$ cat config.mk
export PLATFORM = sky130hd
export DESIGN_NAME = result_bcd_converter
export DESIGN_NICKNAME = d
export VERILOG_FILES = /design/src/rtl/result_bcd_pkg.sv /design/src/rtl/result_bcd_converter_bcd_digit_adjust.sv /design/src/rtl/result_bcd_converter.sv
export SDC_FILE = /design/constraint.sdc
export NUM_CORES = 1
export LEC_CHECK = 0
export ABC_AREA = 1
export CAP_MARGIN = 25
export CELL_PAD_IN_SITES_DETAIL_PLACEMENT = 1
export CELL_PAD_IN_SITES_GLOBAL_PLACEMENT = 1
export CORE_MARGIN = 2
export CORE_UTILIZATION = 37
export CTS_CLUSTER_DIAMETER = 200
export DETAILED_ROUTE_END_ITERATION = 7
export PLACE_DENSITY = 0.76
export SLEW_MARGIN = 20
export SYNTH_ARGS = -nofsm -noshare
export SYNTH_HDL_FRONTEND = slang
export SYNTH_SLANG_ARGS = --single-unit
export TNS_END_PERCENT = 20
$ cat constraint.sdc
create_clock -name clk -period 1.9 [get_ports clk]
set_input_delay 0.285 -clock clk [delete_from_list [all_inputs] [get_ports clk]]
set_output_delay 0.285 -clock clk [all_outputs]
set_load 0.02 [all_outputs]
$ cat src/rtl/result_bcd_pkg.sv
// Shared types and constants for the result binary-to-BCD converter.
package result_bcd_pkg;

  typedef enum logic {
    IDLE  = 1'b0,
    SHIFT = 1'b1
  } state_t;

  localparam int DEF_WIDTH  = 16;
  localparam int DEF_DIGITS = 5;

  localparam logic [3:0] ADD3_THRESH = 4'd5;

  localparam int CNT_W = $clog2(DEF_WIDTH + 1);

  // Counter width for a non-default WIDTH.
  function automatic int cnt_width(input int w);
    return $clog2(w + 1);
  endfunction

endpackage

$ cat src/rtl/result_bcd_converter_bcd_digit_adjust.sv
// Double-dabble correction cell: adds 3 to a BCD digit of 5 or more.
// Latency: combinational. Backpressure: none.
// Flow control: not applicable.
module bcd_digit_adjust
  import result_bcd_pkg::*;
(
  input  logic [3:0] digit_in,
  output logic [3:0] digit_out
);

  assign digit_out = (digit_in >= ADD3_THRESH) ? digit_in + 4'd3 : digit_in;

endmodule

$ cat src/rtl/result_bcd_converter.sv
// Iterative binary-to-BCD converter for the CPU result display; RESULT_BCD_SIGNED_EN selects two's complement input.
// Latency: WIDTH cycles from accepting start to bcd/neg update, done pulses the cycle after.
// Backpressure: start is ignored while busy, nothing is queued.
module result_bcd_converter
  import result_bcd_pkg::*;
#(
  parameter int WIDTH  = DEF_WIDTH,
  parameter int DIGITS = DEF_DIGITS
) (
  input  logic                  clk,
  input  logic                  rst,
  input  logic                  start,
  input  logic [WIDTH-1:0]      value,
  output logic                  busy,
  output logic                  done,
  output logic                  neg,
  output logic [4*DIGITS-1:0]   bcd
);

  localparam int CW = cnt_width(WIDTH);
  localparam logic [CW-1:0] LAST_CNT = CW'(WIDTH - 1);

  state_t state, next_state;

  logic [WIDTH-1:0]          opnd;
  logic [4*DIGITS-1:0]       scratch;
  logic [4*DIGITS-1:0]       adjusted;
  logic [4*DIGITS+WIDTH-1:0] shift_word;
  logic [CW-1:0]             cnt;
  logic [WIDTH-1:0]          magnitude;
  logic                      accept;
  logic                      last_shift;

  for (genvar d = 0; d < DIGITS; d++) begin : g_adj
    bcd_digit_adjust u_adj (
      .digit_in  (scratch[4*d +: 4]),
      .digit_out (adjusted[4*d +: 4])
    );
  end

  // The top scratch bit falls off here; DIGITS is sized so it is always zero.
  assign shift_word = {adjusted, opnd} << 1;

`ifdef RESULT_BCD_SIGNED_EN
  localparam logic [WIDTH-1:0] ONE = WIDTH'(1);
  logic neg_pend;

  assign magnitude = value[WIDTH-1] ? (~value + ONE) : value;
`else
  assign magnitude = value;
  assign neg       = 1'b0;
`endif

  always_ff @(posedge clk or posedge rst) begin
    if (rst) state <= IDLE;
    else     state <= next_state;
  end

  always_comb begin
    next_state = state;
    accept     = 1'b0;
    last_shift = 1'b0;
    busy       = (state == SHIFT);
    case (state)
      IDLE: begin
        if (start) begin
          accept     = 1'b1;
          next_state = SHIFT;
        end
      end
      SHIFT: begin
        if (cnt == LAST_CNT) begin
          last_shift = 1'b1;
          next_state = IDLE;
        end
      end
      default: next_state = IDLE;
    endcase
  end

  always_ff @(posedge clk or posedge rst) begin
    if (rst) begin
      opnd    <= '0;
      scratch <= '0;
      cnt     <= '0;
      bcd     <= '0;
      done    <= 1'b0;
    end else begin
      done <= last_shift;
      if (accept) begin
        opnd    <= magnitude;
        scratch <= '0;
        cnt     <= '0;
      end else if (busy) begin
        opnd    <= shift_word[WIDTH-1:0];
        scratch <= shift_word[4*DIGITS+WIDTH-1:WIDTH];
        cnt     <= cnt + CW'(1);
        if (last_shift) bcd <= shift_word[4*DIGITS+WIDTH-1:WIDTH];
      end
    end
  end

`ifdef RESULT_BCD_SIGNED_EN
  always_ff @(posedge clk or posedge rst) begin
    if (rst) begin
      neg_pend <= 1'b0;
      neg      <= 1'b0;
    end else begin
      if (accept)     neg_pend <= value[WIDTH-1];
      if (last_shift) neg      <= neg_pend;
    end
  end
`endif

endmodule

[Word level (Yosys, flattened, before mapping)]
Cells that the tools add are included.
Word-level totals
  register bits: 63
  input port bits: 19
  output and inout bits: 23
  logic and storage cells: 39
Cells by class
  order comparisons: 5
  $add $sub $neg: 6
  bitwise operators: 2
  muxes and demuxes: 17
  equal/unequal tests: 1
  reductions and logical operators: 2
Operator list (number)
  two-way mux 20 bit: 2
  two-way mux 16 bit: 2
  >= comparator 4 x 3 -> 1 bit (second input constant): 5
  adder 4 x 2 -> 4 bit (second input constant): 4
  two-way mux 4 bit: 4
  two-way mux 5 bit: 2
  adder 5 x 1 -> 5 bit (second input constant): 1
  == test 5 x 4 -> 1 bit (second input constant): 1
  two-way mux 1 bit: 5
  adder 3 x 2 -> 3 bit (second input constant): 1
  two-way mux 3 bit: 1
  AND reduction 3 bit: 1
  NOT 1 bit: 2
  one-hot mux 1 bit (2 select lines): 1
  nonzero test 2 bit: 1

[Logic depth before layout (Yosys ltp)]
  depth after elaboration: 4
  depth in mapped cells: 8

[Hierarchy]
From an unflattened synthesis, not the netlist that was laid out.
Unflattened totals
  cell total of the unflattened synthesis: 391
  area total of the unflattened synthesis: 3166.8 um^2
By module, submodules not included
  result_bcd_converter: cells an instance 276, area each 2491.1 um^2, sequential area each 1576.5 um^2, times used 1
  bcd_digit_adjust: cells an instance 23, area each 135.1 um^2, sequential area each 0.0 um^2, times used 5

[Least setup slack after synthesis]
Ideal clock, no wire load.
  kind: flip-flop to flip-flop
  from: register cnt[0]
  to: register bcd[8]
  data required time: 1.782 ns
  path slack: 0.414 ns
  path buffers: 1
  stages on the path, launching flop included: 9
  arrival: 1.368 ns
  cells stage by stage: dfrtp_1 -> ha_1 -> and3_1 -> ha_1 -> nand2_2 -> inv_2 -> buf_6 -> nand3_1 -> nand2_1
Between the ends
  word-level cells in the longest chain between the ends: 4
RTL lines
  start, declared: RTL line result_bcd_converter.sv:29  | logic [CW-1:0] cnt;
  start signal, assigned: RTL line result_bcd_converter.sv:97  | cnt <= cnt + CW'(1);
  == test 5 x 4 -> 1 bit: RTL line result_bcd_converter.sv:72  | if (cnt == LAST_CNT) begin
  two-way mux 1 bit: RTL line result_bcd_converter.sv:72
  two-way mux 1 bit: RTL line result_bcd_converter.sv:64  | case (state)
  via last_shift: RTL line result_bcd_converter.sv:32  | logic last_shift;
  AND reduction 3 bit (no line)
  end signal, assigned: RTL line result_bcd_converter.sv:98  | if (last_shift) bcd <= shift_word[4*DIGITS+WIDTH-1:WIDTH];
  end, declared: RTL line result_bcd_converter.sv:17  | output logic [4*DIGITS-1:0] bcd
The timed path passes the listed nets, and every way through them passes these cells.
A chain may end at the register's enable or synchronous reset.

[Worst setup path in the final report]
  from: register state (netlist: busy)
  to: output busy
RTL lines
  start, declared: RTL line result_bcd_converter.sv:23  | state_t state, next_state;
  start signal, assigned: RTL line result_bcd_converter.sv:56  | else state <= next_state;
  end, declared: RTL line result_bcd_converter.sv:14  | output logic busy,
No word-level cell between the ends.

==> impl_metrics.json <==
{
  "status": "completed",
  "cp_max_fo": 6,
  "core_region_area_um2": 8093,
  "grt-ovfl-total": 0,
  "critical_path.startpoint_type": "flip-flop",
  "synthesis.instances": 354,
  "dieArea_um2": 8926,
  "route.vias.total": 2550,
  "cp_top_family": "buffers and inverters",
  "hpwl_mm": 5.145,
  "p_sw_share_pct": 42.33,
  "crit_end": "busy",
  "cts.path.max_buffers": 2,
  "synthDistinctLibCells": 23,
  "die_width_um": 94.48,
  "hold_class": "in -> async",
  "slew_violations": 0,
  "critical_path.max_stage_delay_ns": 0.64,
  "comb_power_share_pct": 44.7,
  "wl_mm": 7.592,
  "tns_ns": 0,
  "clk_pin_slew_worst_paths_ns": 0.07,
  "final_common_cell": "nand2_1",
  "final_layout_size_suffix_gt1_share_pct": 6.948,
  "grt_pass1_wl_mm": 12.92,
  "drtAntennaViolNets": 0,
  "num_io_pins": 42,
  "htree_levels": 3,
  "rrSetupSlack_ns": 0.23,
  "power.density_nw_per_um2": 1640,
  "crit_chain": "clkdlybuf4s50_1",
  "slowest_stage": "clkdlybuf4s50_1",
  "fin_crit_sh_pct": 92.51,
  "cts_tree": "yes",
  "yosys_warnings": 0,
  "routabilityCongestion": 0.8079,
  "final_cell_mix": "129 x nand2_1, 62 x dfrtp_1, 43 x nand3_1",
  "routed_via_density": 5.020,
  "post_cts_buffers": 0,
  "stdcell_count": 508,
  "min_period_ns": 1.758,
  "syn_avg_cell_area_um2": 8.557,
  "fin_skew_ns": 0.005872,
  "synth_nets": 385,
  "track_usage_pct": 18.84,
  "p_switching_uw": 2564,
  "firstDrtPassIters": 4,
  "max_freq_ghz": 0.5689,
  "num_antenna_cells": 0,
  "crit_type": "reg -> out",
  "synth-seq-cells": 63,
  "power.total_uw": 6058,
  "p_leak_uw": 0.001810,
  "syn_area_um2": 3029,
  "critPathLaunch": "busy",
  "area_growth_pct": 21.97,
  "seqPwrFrac_pct": 38.2,
  "seq_area_frac_synth_pct": 52.04,
  "start_util_pct": 37.43,
  "post-place-cells": 494,
  "grt_max_degree": 64,
  "cts_resized": 1,
  "fp.dieH_um": 94.48,
  "post-route-drc-count": 0,
  "ir_worst_vdd_v": 0.0005262,
  "cp.arrival_ns": 1.47,
  "maxCapViolCount": 0,
  "rows": 33,
  "final-hold-violation-count": 0,
  "cts_hold_buf": 0,
  "drt_iter0_drc": 101,
  "clock_latency_ns": 0.34,
  "cp_num_cells": 1,
  "antenna_found_initial": 0,
  "r2r-start": "cnt[0]",
  "cts_buffers": 9,
  "rsz0062_at_grt": "false",
  "internal-power_uw": 3493,
  "cts_sinks": 63,
  "crit_path_end_kind": "output port",
  "finalNetCount": 431,
  "critical_path_buf_inv_count": 1,
  "post_drt_wl_per_cell_um": 14.94,
  "pwr-share-clk_pct": 17.1,
  "clockRootBuffer": "clkbuf_8",
  "first_global_vias": 2697,
  "crit_required_ns": 1.62,
  "reg2reg_depth": 7,
  "rr_endpoint": "bcd[18]",
  "setup_viol": 0,
  "portBuffers": 40
}
state kept, by name (all words and copies together) (netlist names):
signal	cells
scratch	20
done	1
cnt	5
bcd	20
opnd	16
busy	1
routing by layer:
| metal | vias up | track usage (%) | wire length (um) |
|---|---|---|---|
| met4 | 0 | 7.246 | 129 |
| met3 | 12 | 3.432 | 277 |
| met5 | - | 0 | 0 |
| li1 | 1250 | - | - |
| met2 | 50 | 31.55 | 3600 |
| met1 | 1238 | 24.32 | 3584 |
cell usage after synthesis:
cell type    n  share of area [%]
inv_1       31                3.8
inv_2        3               0.37
a21oi_1      1               0.17
dfrtp_1     63                 52
o211ai_1     9                2.2
o22ai_1      7                1.4
o21ai_0     18                3.0
and3_1       1               0.21
o211ai_2     1               0.41
nand2_4      1               0.37
nand2_1    129                 16
nand4_1     11                2.3
nand2_2      1               0.21
nand3_1     43                7.1
buf_4        2               0.50
ha_1        12                5.0
o221ai_1     1               0.29
nor2_1       7               0.87
conb_1       1               0.12
buf_2        5               0.83
buf_6        5                1.9
nor2_8       1               0.66
a22o_1       1               0.29
how the worst min path moves through the flow:
stage	endpoint	from	slack, ns	cells past startpoint
global route	bcd[14]	rst	0.36	3
floorplan	opnd[0]	value[0]	0.41	2
CTS	bcd[14]	rst	0.35	3
global placement	scratch[17]	scratch[17]	0.47	2
detailed placement	opnd[2]	opnd[2]	0.47	2
finish	bcd[14]	rst	0.33	3
tightest hold or removal path, delay by kind of cell:
| family | cells | cell delay, ns |
|---|---|---|
| buf+inv | 3 | 0.78 |
cells by family after synthesis:
| group | share of synthesized area, % |
|---|---|
| flip-flops | 52.04 |
| AND/OR/NAND/NOR | 27.68 |
| AO/OA/AOI/OAI | 7.806 |
| adder cells (fa/ha/maj) | 4.956 |
| other | 0.1238 |
| buffers and inverters | 7.393 |
power groups by stage:
stage / clock (uW) / sequential (uW) / combinational [uW]
after floorplan: 0 / 2430 / 1660
after global placement: 0 / 2310 / 2600
after detailed placement: 0 / 2330 / 2720
after CTS: 1050 / 2320 / 2740
after global routing: 1120 / 2390 / 3120
final: 1040 / 2310 / 2710
final cells by class:
type / count / area, um2
Tap cell: 105 / 131.4
Sequential cell: 63 / 1578
Clock buffer: 13 / 158.9
Fill cell: 991 / 4398
Multi-Input combinational cell: 245 / 1229
Inverter: 34 / 127.6
Clock inverter: 1 / 5.005
Timing Repair Buffer: 47 / 465.4
per-stage QoR:
step | worst slack (ns) | hold slack (ns) | area [um2] | util, %
after global routing | 0.09080 | 0.3619 | 3695 | 45.66
final | 0.1423 | 0.3336 | 3695 | 45.66
after global placement | 0.2753 | 0.4656 | 3530 | 43.61
after CTS | 0.1141 | 0.3514 | 3695 | 45.66
after detailed placement | 0.2148 | 0.4730 | 3530 | 43.61
after floorplan | 0.04525 | 0.4060 | 3029 | -
Note: power is estimated with default switching activity, not from simulation.
